==> config.mk <==
export PLATFORM = sky130hd
export DESIGN_NAME = game_timer_scheduler
export DESIGN_NICKNAME = d
export VERILOG_FILES = /design/src/rtl/game_timer_scheduler_pkg.sv /design/src/rtl/game_timer_scheduler_channel.sv /design/src/rtl/game_timer_scheduler.sv
export SDC_FILE = /design/constraint.sdc
export NUM_CORES = 1
export LEC_CHECK = 0
export CAP_MARGIN = 20
export CORE_MARGIN = 5
export CORE_UTILIZATION = 45
export DETAILED_ROUTE_END_ITERATION = 8
export PLACE_DENSITY = 0.68
export SYNTH_ARGS = -nofsm -noshare
export SYNTH_HDL_FRONTEND = slang
export SYNTH_HIERARCHICAL = 1
export SYNTH_SLANG_ARGS = --single-unit
==> constraint.sdc <==
create_clock -name clk -period 4.25 [get_ports clk]
set_input_delay 0.6375 -clock clk [delete_from_list [all_inputs] [get_ports clk]]
set_output_delay 0.6375 -clock clk [all_outputs]
set_load 0.005 [all_outputs]
==> src/rtl/game_timer_scheduler_pkg.sv <==
// -----------------------------------------------------------------------------
// timer_sched_pkg
// Shared types and constants for the game timer scheduler.
//   chan_state_t   : per-channel state (IDLE / RUN)
//   DEF_NUM_CH     : default number of timer channels
//   DEF_CNT_W      : default width of duration / remaining counters (ticks)
//   TICKS_PER_SEC  : slowClk tick rate, for callers converting seconds to ticks
// -----------------------------------------------------------------------------
package timer_sched_pkg;

    typedef enum logic [0:0] {
        IDLE = 1'b0,
        RUN  = 1'b1
    } chan_state_t;

    localparam int DEF_NUM_CH    = 4;
    localparam int DEF_CNT_W     = 8;
    localparam int TICKS_PER_SEC = 30;

endpackage : timer_sched_pkg

==> src/rtl/game_timer_scheduler_channel.sv <==
// -----------------------------------------------------------------------------
// timer_channel
// One countdown channel: IDLE/RUN FSM, remaining counter, reload register and
// periodic flag. Priority within a cycle is cancel > arm > tick.
// Ports:
//   clk, resetN     : clock, asynchronous active-low reset
//   tick_eff        : qualified tick (slowClk & ~pause)
//   arm             : start/restart strobe; samples duration and periodic
//   periodic        : 1 = auto-reload on expiry, 0 = one-shot
//   duration        : duration in ticks (0 = immediate expiry)
//   cancel          : abort strobe, no expiry generated
//   active          : channel is in RUN
//   expired         : registered 1-clk expiry pulse
//   remaining       : registered remaining tick count
// -----------------------------------------------------------------------------
module timer_channel
    import timer_sched_pkg::*;
#(
    parameter int CNT_W = DEF_CNT_W
) (
    input  logic             clk,
    input  logic             resetN,
    input  logic             tick_eff,
    input  logic             arm,
    input  logic             periodic,
    input  logic [CNT_W-1:0] duration,
    input  logic             cancel,
    output logic             active,
    output logic             expired,
    output logic [CNT_W-1:0] remaining
);

    localparam logic [CNT_W-1:0] CNT_ZERO = CNT_W'(0);
    localparam logic [CNT_W-1:0] CNT_ONE  = CNT_W'(1);

    chan_state_t      r_state;
    chan_state_t      w_state_nxt;
    logic [CNT_W-1:0] r_remaining;
    logic [CNT_W-1:0] w_remaining_nxt;
    logic [CNT_W-1:0] r_reload;
    logic [CNT_W-1:0] w_reload_nxt;
    logic             r_per_flag;
    logic             w_per_flag_nxt;
    logic             r_expired;
    logic             w_expired_nxt;

    // State, counter, reload and expiry registers.
    always_ff @(posedge clk or negedge resetN) begin
        if (!resetN) begin
            r_state     <= IDLE;
            r_remaining <= CNT_ZERO;
            r_reload    <= CNT_ZERO;
            r_per_flag  <= 1'b0;
            r_expired   <= 1'b0;
        end else begin
            r_state     <= w_state_nxt;
            r_remaining <= w_remaining_nxt;
            r_reload    <= w_reload_nxt;
            r_per_flag  <= w_per_flag_nxt;
            r_expired   <= w_expired_nxt;
        end
    end

    // Next-state logic: cancel beats arm, arm beats a tick in the same cycle.
    always_comb begin
        w_state_nxt     = r_state;
        w_remaining_nxt = r_remaining;
        w_reload_nxt    = r_reload;
        w_per_flag_nxt  = r_per_flag;
        w_expired_nxt   = 1'b0;

        if (cancel) begin
            // Abort silently, even if this cycle's tick would have expired it.
            w_state_nxt     = IDLE;
            w_remaining_nxt = CNT_ZERO;
        end else if (arm) begin
            if (duration != CNT_ZERO) begin
                w_state_nxt     = RUN;
                w_remaining_nxt = duration;
                w_reload_nxt    = duration;
                w_per_flag_nxt  = periodic;
            end else begin
                // Zero duration expires immediately and never runs.
                w_state_nxt     = IDLE;
                w_remaining_nxt = CNT_ZERO;
                w_expired_nxt   = 1'b1;
            end
        end else begin
            case (r_state)
                RUN: begin
                    if (tick_eff) begin
                        // <= 1 rather than == 1 so a zero count can never wrap.
                        if (r_remaining <= CNT_ONE) begin
                            w_expired_nxt = 1'b1;
                            if (r_per_flag) begin
                                w_state_nxt     = RUN;
                                w_remaining_nxt = r_reload;
                            end else begin
                                w_state_nxt     = IDLE;
                                w_remaining_nxt = CNT_ZERO;
                            end
                        end else begin
                            w_remaining_nxt = r_remaining - CNT_ONE;
                        end
                    end else begin
                        w_remaining_nxt = r_remaining;
                    end
                end
                IDLE: begin
                    w_state_nxt = IDLE;
                end
                default: begin
                    w_state_nxt     = IDLE;
                    w_remaining_nxt = CNT_ZERO;
                end
            endcase
        end
    end

    assign active    = (r_state == RUN);
    assign expired   = r_expired;
    assign remaining = r_remaining;

endmodule : timer_channel

==> src/rtl/game_timer_scheduler.sv <==
// -----------------------------------------------------------------------------
// game_timer_scheduler
// Multi-channel countdown scheduler clocked by the shared 30 Hz tick enable.
// Each channel is armed with a duration in ticks, counts down in parallel and
// pulses its expired bit for one clk on expiry. pause freezes all counting.
// Ports:
//   clk, resetN   : clock, asynchronous active-low reset
//   slowClk       : 1-clk tick enable
//   pause         : global freeze of tick counting (arm/cancel still act)
//   arm           : per-channel start/restart strobe
//   periodic      : per-channel auto-reload mode, sampled with arm
//   duration      : packed per-channel durations, channel i at [i*CNT_W +: CNT_W]
//   cancel        : per-channel abort strobe
//   rd_sel        : channel index for rd_remaining
//   active        : per-channel running flags
//   expired       : per-channel registered expiry pulses
//   rd_remaining  : remaining ticks of channel rd_sel (0 if out of range)
//   any_active    : OR of active
// -----------------------------------------------------------------------------
module game_timer_scheduler
    import timer_sched_pkg::*;
#(
    parameter int NUM_CH = DEF_NUM_CH,
    parameter int CNT_W  = DEF_CNT_W,
    parameter int SEL_W  = (NUM_CH > 1) ? $clog2(NUM_CH) : 1
) (
    input  logic                    clk,
    input  logic                    resetN,
    input  logic                    slowClk,
    input  logic                    pause,
    input  logic [NUM_CH-1:0]       arm,
    input  logic [NUM_CH-1:0]       periodic,
    input  logic [NUM_CH*CNT_W-1:0] duration,
    input  logic [NUM_CH-1:0]       cancel,
    input  logic [SEL_W-1:0]        rd_sel,
    output logic [NUM_CH-1:0]       active,
    output logic [NUM_CH-1:0]       expired,
    output logic [CNT_W-1:0]        rd_remaining,
    output logic                    any_active
);

    logic                w_tick_eff;
    logic [NUM_CH-1:0]   w_active;
    logic [NUM_CH-1:0]   w_expired;
    logic [CNT_W-1:0]    w_remaining [NUM_CH];
    logic [CNT_W-1:0]    w_rd_remaining;

    assign w_tick_eff = slowClk & ~pause;

    for (genvar g = 0; g < NUM_CH; g++) begin : g_ch
        timer_channel #(
            .CNT_W (CNT_W)
        ) u_chan (
            .clk       (clk),
            .resetN    (resetN),
            .tick_eff  (w_tick_eff),
            .arm       (arm[g]),
            .periodic  (periodic[g]),
            .duration  (duration[g*CNT_W +: CNT_W]),
            .cancel    (cancel[g]),
            .active    (w_active[g]),
            .expired   (w_expired[g]),
            .remaining (w_remaining[g])
        );
    end

    // Status readback mux; out-of-range selects read as zero.
    always_comb begin
        w_rd_remaining = CNT_W'(0);
        if (32'(rd_sel) < NUM_CH) begin
            w_rd_remaining = w_remaining[rd_sel];
        end else begin
            w_rd_remaining = CNT_W'(0);
        end
    end

    assign active       = w_active;
    assign expired      = w_expired;
    assign rd_remaining = w_rd_remaining;
    assign any_active   = |w_active;

endmodule : game_timer_scheduler
# After elaboration in Yosys (flattened, before gate mapping)
# Index checks and enable logic that the tools add are counted.
# word_totals
ff_bits,76
output_inout_bits,17
word_cells,144
inputBits,50
# op_classes
addsub,4
bitwise_logic,11
n_reduce_logical,21
n_lt_le_gt_ge,5
mux,83
# ops
operator,n
$mux 8,30
$mux 1,48
$le 8x1->1 const B,4
$reduce_bool 8->1,4
$sub 8x1->8 const B,4
$reduce_bool 3->1,8
$bmux 8 s2,1
$reduce_and 3->1,4
$not 1->1,9
$pmux 1 s2,4
$reduce_and 2->1,4
$reduce_or 4->1,1
$ge 3x3->1 const B,1
$not 2->3,1
$and 1x1->1,1

# Logic depth before layout (Yosys ltp)
# logic_depth
depth_word,6
mapped_depth,7
ltp_nobuf,6

# Hierarchy
# Netlist, hierarchy kept.
# by_module_without_submodules
module,cells_per_inst,area_each_um2,instances
timer_channel at g_ch[0].u_chan ...,120,1138.6,2
timer_channel at g_ch[3].u_chan,130,1179.9,1
timer_channel at g_ch[2].u_chan,117,1144.8,1
game_timer_scheduler,12,210.2,1

# Worst setup path after synthesis
# Ideal clock, no wire load.
# synth_path
path_kind,in2reg
from,input duration[4]
to,register g_ch[0].u_chan.r_per_flag
required_ps,4125
slack_ps,2258
t_arrival_ps,1868
n_path_buf,0
stages,3
path_cell_list,or4_1 o21ai_2 mux2_2
# synth_via
elab_chain_cells,2
# synth_rtl
item,line,text
"start, declared",game_timer_scheduler.sv:33,"input logic [NUM_CH*CNT_W-1:0] duration,"
$reduce_bool 8->1,game_timer_scheduler_channel.sv:77,if (duration != CNT_ZERO) begin
$reduce_and 3->1 (no line),n/a,
"end signal, assigned",game_timer_scheduler_channel.sv:59,r_per_flag <= w_per_flag_nxt;
"end, declared",game_timer_scheduler_channel.sv:42,logic r_per_flag;
# Every way passes these cells.
# A chain may end at the register's enable or synchronous reset.

# Worst setup path in the final report
# layout_path
from,input rd_sel[0]
to,output rd_remaining[6]
# layout_via
elab_chain_cells,4
# layout_rtl
item,line,text
"start, declared",game_timer_scheduler.sv:35,"input logic [SEL_W-1:0] rd_sel,"
$not 2->3 (implied by the code),game_timer_scheduler.sv:71,w_rd_remaining = w_remaining[rd_sel];
$bmux 8 s2,game_timer_scheduler.sv:71,
$mux 8 (implied by the code) (2 in series),game_timer_scheduler.sv:71,
"end, declared",game_timer_scheduler.sv:38,"output logic [CNT_W-1:0] rd_remaining,"
# Every way passes these cells. The select of a mux whose other input is x is not followed.

==> flow_summary.ini <==
[synth]
synth_ff_type = dfrtp_1
yosysUniqueCellTypes = 66
synthArstFlopShare_pct = 100.0
synth_seq_cells = 76
yosys_warnings = 6
synthesis.instances = 499
syn_area_sq_mm = 0.004812
syn-num-nets = 557
ys_seq_area_share_pct = 39.52
synth_edf_count = 0
syn_area_per_cell_sq_um = 9.644

[clock_network]
cts-resized-gates = 0
postCtsSetupBuffers = 0
cts_max_level = 3
cts.hold.buffers_added = 0
cts_buffer_depth = 2
cts-root-buf = clkbuf_8
clock-sinks = 76
cts_tree = built
cts.clk_slew.worst_paths_ns = 0.09
cts_made_buffers = 9
clk_latency_ns = 0.35

[place]
hpwl_mm = 9.270
dp_cells = 676
placed_cell_area_sq_mm = 0.005482
port_buffers = 66
place.gp.congestion = 0.8935

[detailed_routing]
ant_nets = 0
routed_wirelength_mm = 12.86
viasPerCell = 6.192
vias = 4297
drc = 0
post_drt_wl_per_cell_microns = 18.54
drt-initial-drc-count = 320
dr.pass1.iters = 5

[timing]
min_period_ns = 3.173
max-slew-margin-rel_pct = 41.69
rsz0062_at_grt = no
finalMaxSlewViolations = 0
clock.fmax_ghz = 0.3152
whs_ns = 0.1388
final_hold_viol_count = 0
worstMarginPinSlew_ns = 0.8728
setup_viol = 0
period_share_pct = 74.65
fin_setup_tns_ns = 0
finClkSkew_ns = 0.01406

[critical_path]
cp-end-kind = primary output
timing.critical_path.fanout_max = 8
startpoint = rd_sel[0]
cpMostUsedCell = clkdlybuf4s50_1
cp_data_arrival_time_ns = 2.54
crit_chain = clkdlybuf4s50_1 > mux4_2 > clkdlybuf4s50_1
r2r_start = g_ch[0].u_chan/remaining[0]
required_ns = 3.61
path_buf_inv = 2
reg2reg_slack_ns = 2.07
cp_slowest_cell = clkdlybuf4s50_1
slowest_delay_ns = 0.83
crit_family = buffers and inverters
critPathKind = in -> out
start_kind = primary input

[final_layout]
nets = 611
final_layout_size_suffix_gt1_share_pct = 13.26
fin_area_sq_mm = 0.005743
syn_to_final_growth_pct = 19.34
postLayoutCoreUtil_pct = 55.38
layout.cells.non_filler = 694
antenna_cells = 0

[floorplan]
rows = 37
core_sq_mm = 0.01037
die_y_microns = 113.4
pin_count = 67
start_util_pct = 46.40
die_w_microns = 113.4
dieArea_sq_mm = 0.01286

[run_status]
outcome = complete, no violations

[flow_run]
cap_violations = 0

[global_route]
overflow = 0
grt_pass1_wl_mm = 21.42
grt_max_degree = 77
grt_usage_pct = 20.45
grt_pass1_vias = 4224
antenna_found_initial = 0

[pwr]
worst_ir_drop_vdd_mv = 0.2115
power.leakage_nw = 2.294
power_density_mw_per_mm2 = 378.2

[worst_hold_path]
hold_class = in -> async
==> state kept, by name, summed over array words and instances, names as in the netlist <==
signal	cells
g_ch.u_chan/r_reload	32
g_ch.u_chan/active	4
g_ch.u_chan/expired	4
g_ch.u_chan/r_per_flag	4
g_ch.u_chan/remaining	32
==> through the flow <==
step	total power, mW	worst slack (ns)
after floorplan	1.351	2.258
after global placement	1.534	1.034
after detailed placement	1.542	1.035
after CTS	2.180	1.035
after global routing	2.291	0.9761
final	2.172	1.077
==> power breakdown <==
part | internal, mW | switching [mW]
clock | 0.349 | 0.279
combinational | 0.299 | 0.291
sequential | 0.806 | 0.148
total | 1.45 | 0.718
==> layer usage <==
layer  GRT usage (%)  wire (microns)  vias to the layer above
li1                -               -                     2020
met1           28.48            5629                     2071
met2           31.04            5967                      189
met3           5.464            1085                       17
met4           6.891             181                        0
met5               0               0                        -
==> layout make-up <==
| cell class | count | area [sq um] |
|---|---|---|
| clock buffers | 11 | 141.4 |
| clock inverters | 5 | 85.08 |
| fillers | 929 | 4627 |
| inverters | 15 | 56.30 |
| multi-input cells | 382 | 2688 |
| flip-flops and latches | 76 | 1902 |
| well taps | 136 | 170.2 |
| repair buffers | 69 | 700.7 |
==> cell usage after synthesis (9+ instances only) <==
cell / instances / area share [%]
a31oi_1: 21 / 2.7
a21oi_1: 15 / 1.6
o21ai_0: 17 / 1.8
inv_1: 15 / 1.2
a22oi_1: 9 / 1.4
nor2_1: 31 / 2.4
nand2_1: 78 / 6.1
clkbuf_1: 10 / 0.78
or4_1: 9 / 1.4
mux2_2: 10 / 2.3
nor3_1: 10 / 1.0
nor4_1: 12 / 1.6
a22o_1: 17 / 3.1
nand3_1: 10 / 1.0
dfrtp_1: 76 / 40
==> cell usage in the layout, fill, tap and decap left out, drive strengths merged, types with 4 or more instances in the layout <==
| master | instances |
|---|---|
| a21o | 4 |
| a21oi | 15 |
| a22o | 17 |
| a22oi | 10 |
| a311oi | 6 |
| a31oi | 21 |
| a32oi | 4 |
| a41oi | 5 |
| and2 | 7 |
| clkbuf | 12 |
| clkdlybuf4s50 | 65 |
| dfrtp | 76 |
| ha | 8 |
| inv | 15 |
| mux2 | 11 |
| mux4 | 8 |
| nand2 | 78 |
| nand3 | 10 |
| nand4 | 8 |
| nor2 | 31 |
| nor2b | 5 |
| nor3 | 14 |
| nor4 | 15 |
| o21ai | 26 |
| o22ai | 6 |
| o311ai | 6 |
| or2 | 8 |
| or3b | 4 |
| or4 | 14 |
| xnor2 | 7 |
==> final timing paths <==
path	to	cells after the start
worst max register to register	g_ch[0].u_chan/remaining[7]	6
worst min register to register	g_ch[3].u_chan/r_reload[7]	2
worst max-delay path	rd_remaining[6]	3
worst min-delay path	g_ch[1].u_chan/r_reload[1]	1
max in group asynchronous	g_ch[3].u_chan/remaining[5]	2
min in group clk	g_ch[3].u_chan/r_reload[7]	2
==> kinds of logic after synthesis <==
group	after synthesis	share of synthesized area, %
muxes	20	6.604
adders and majority gates	8	2.080
DFF	76	39.52
AOI/OAI and AO/OA	143	22.49
xor gates and xnor gates	10	1.820
and+or+nand+nor	201	22.86
buffers and inverters	41	4.628
Note: power is estimated with default switching activity, not from simulation.
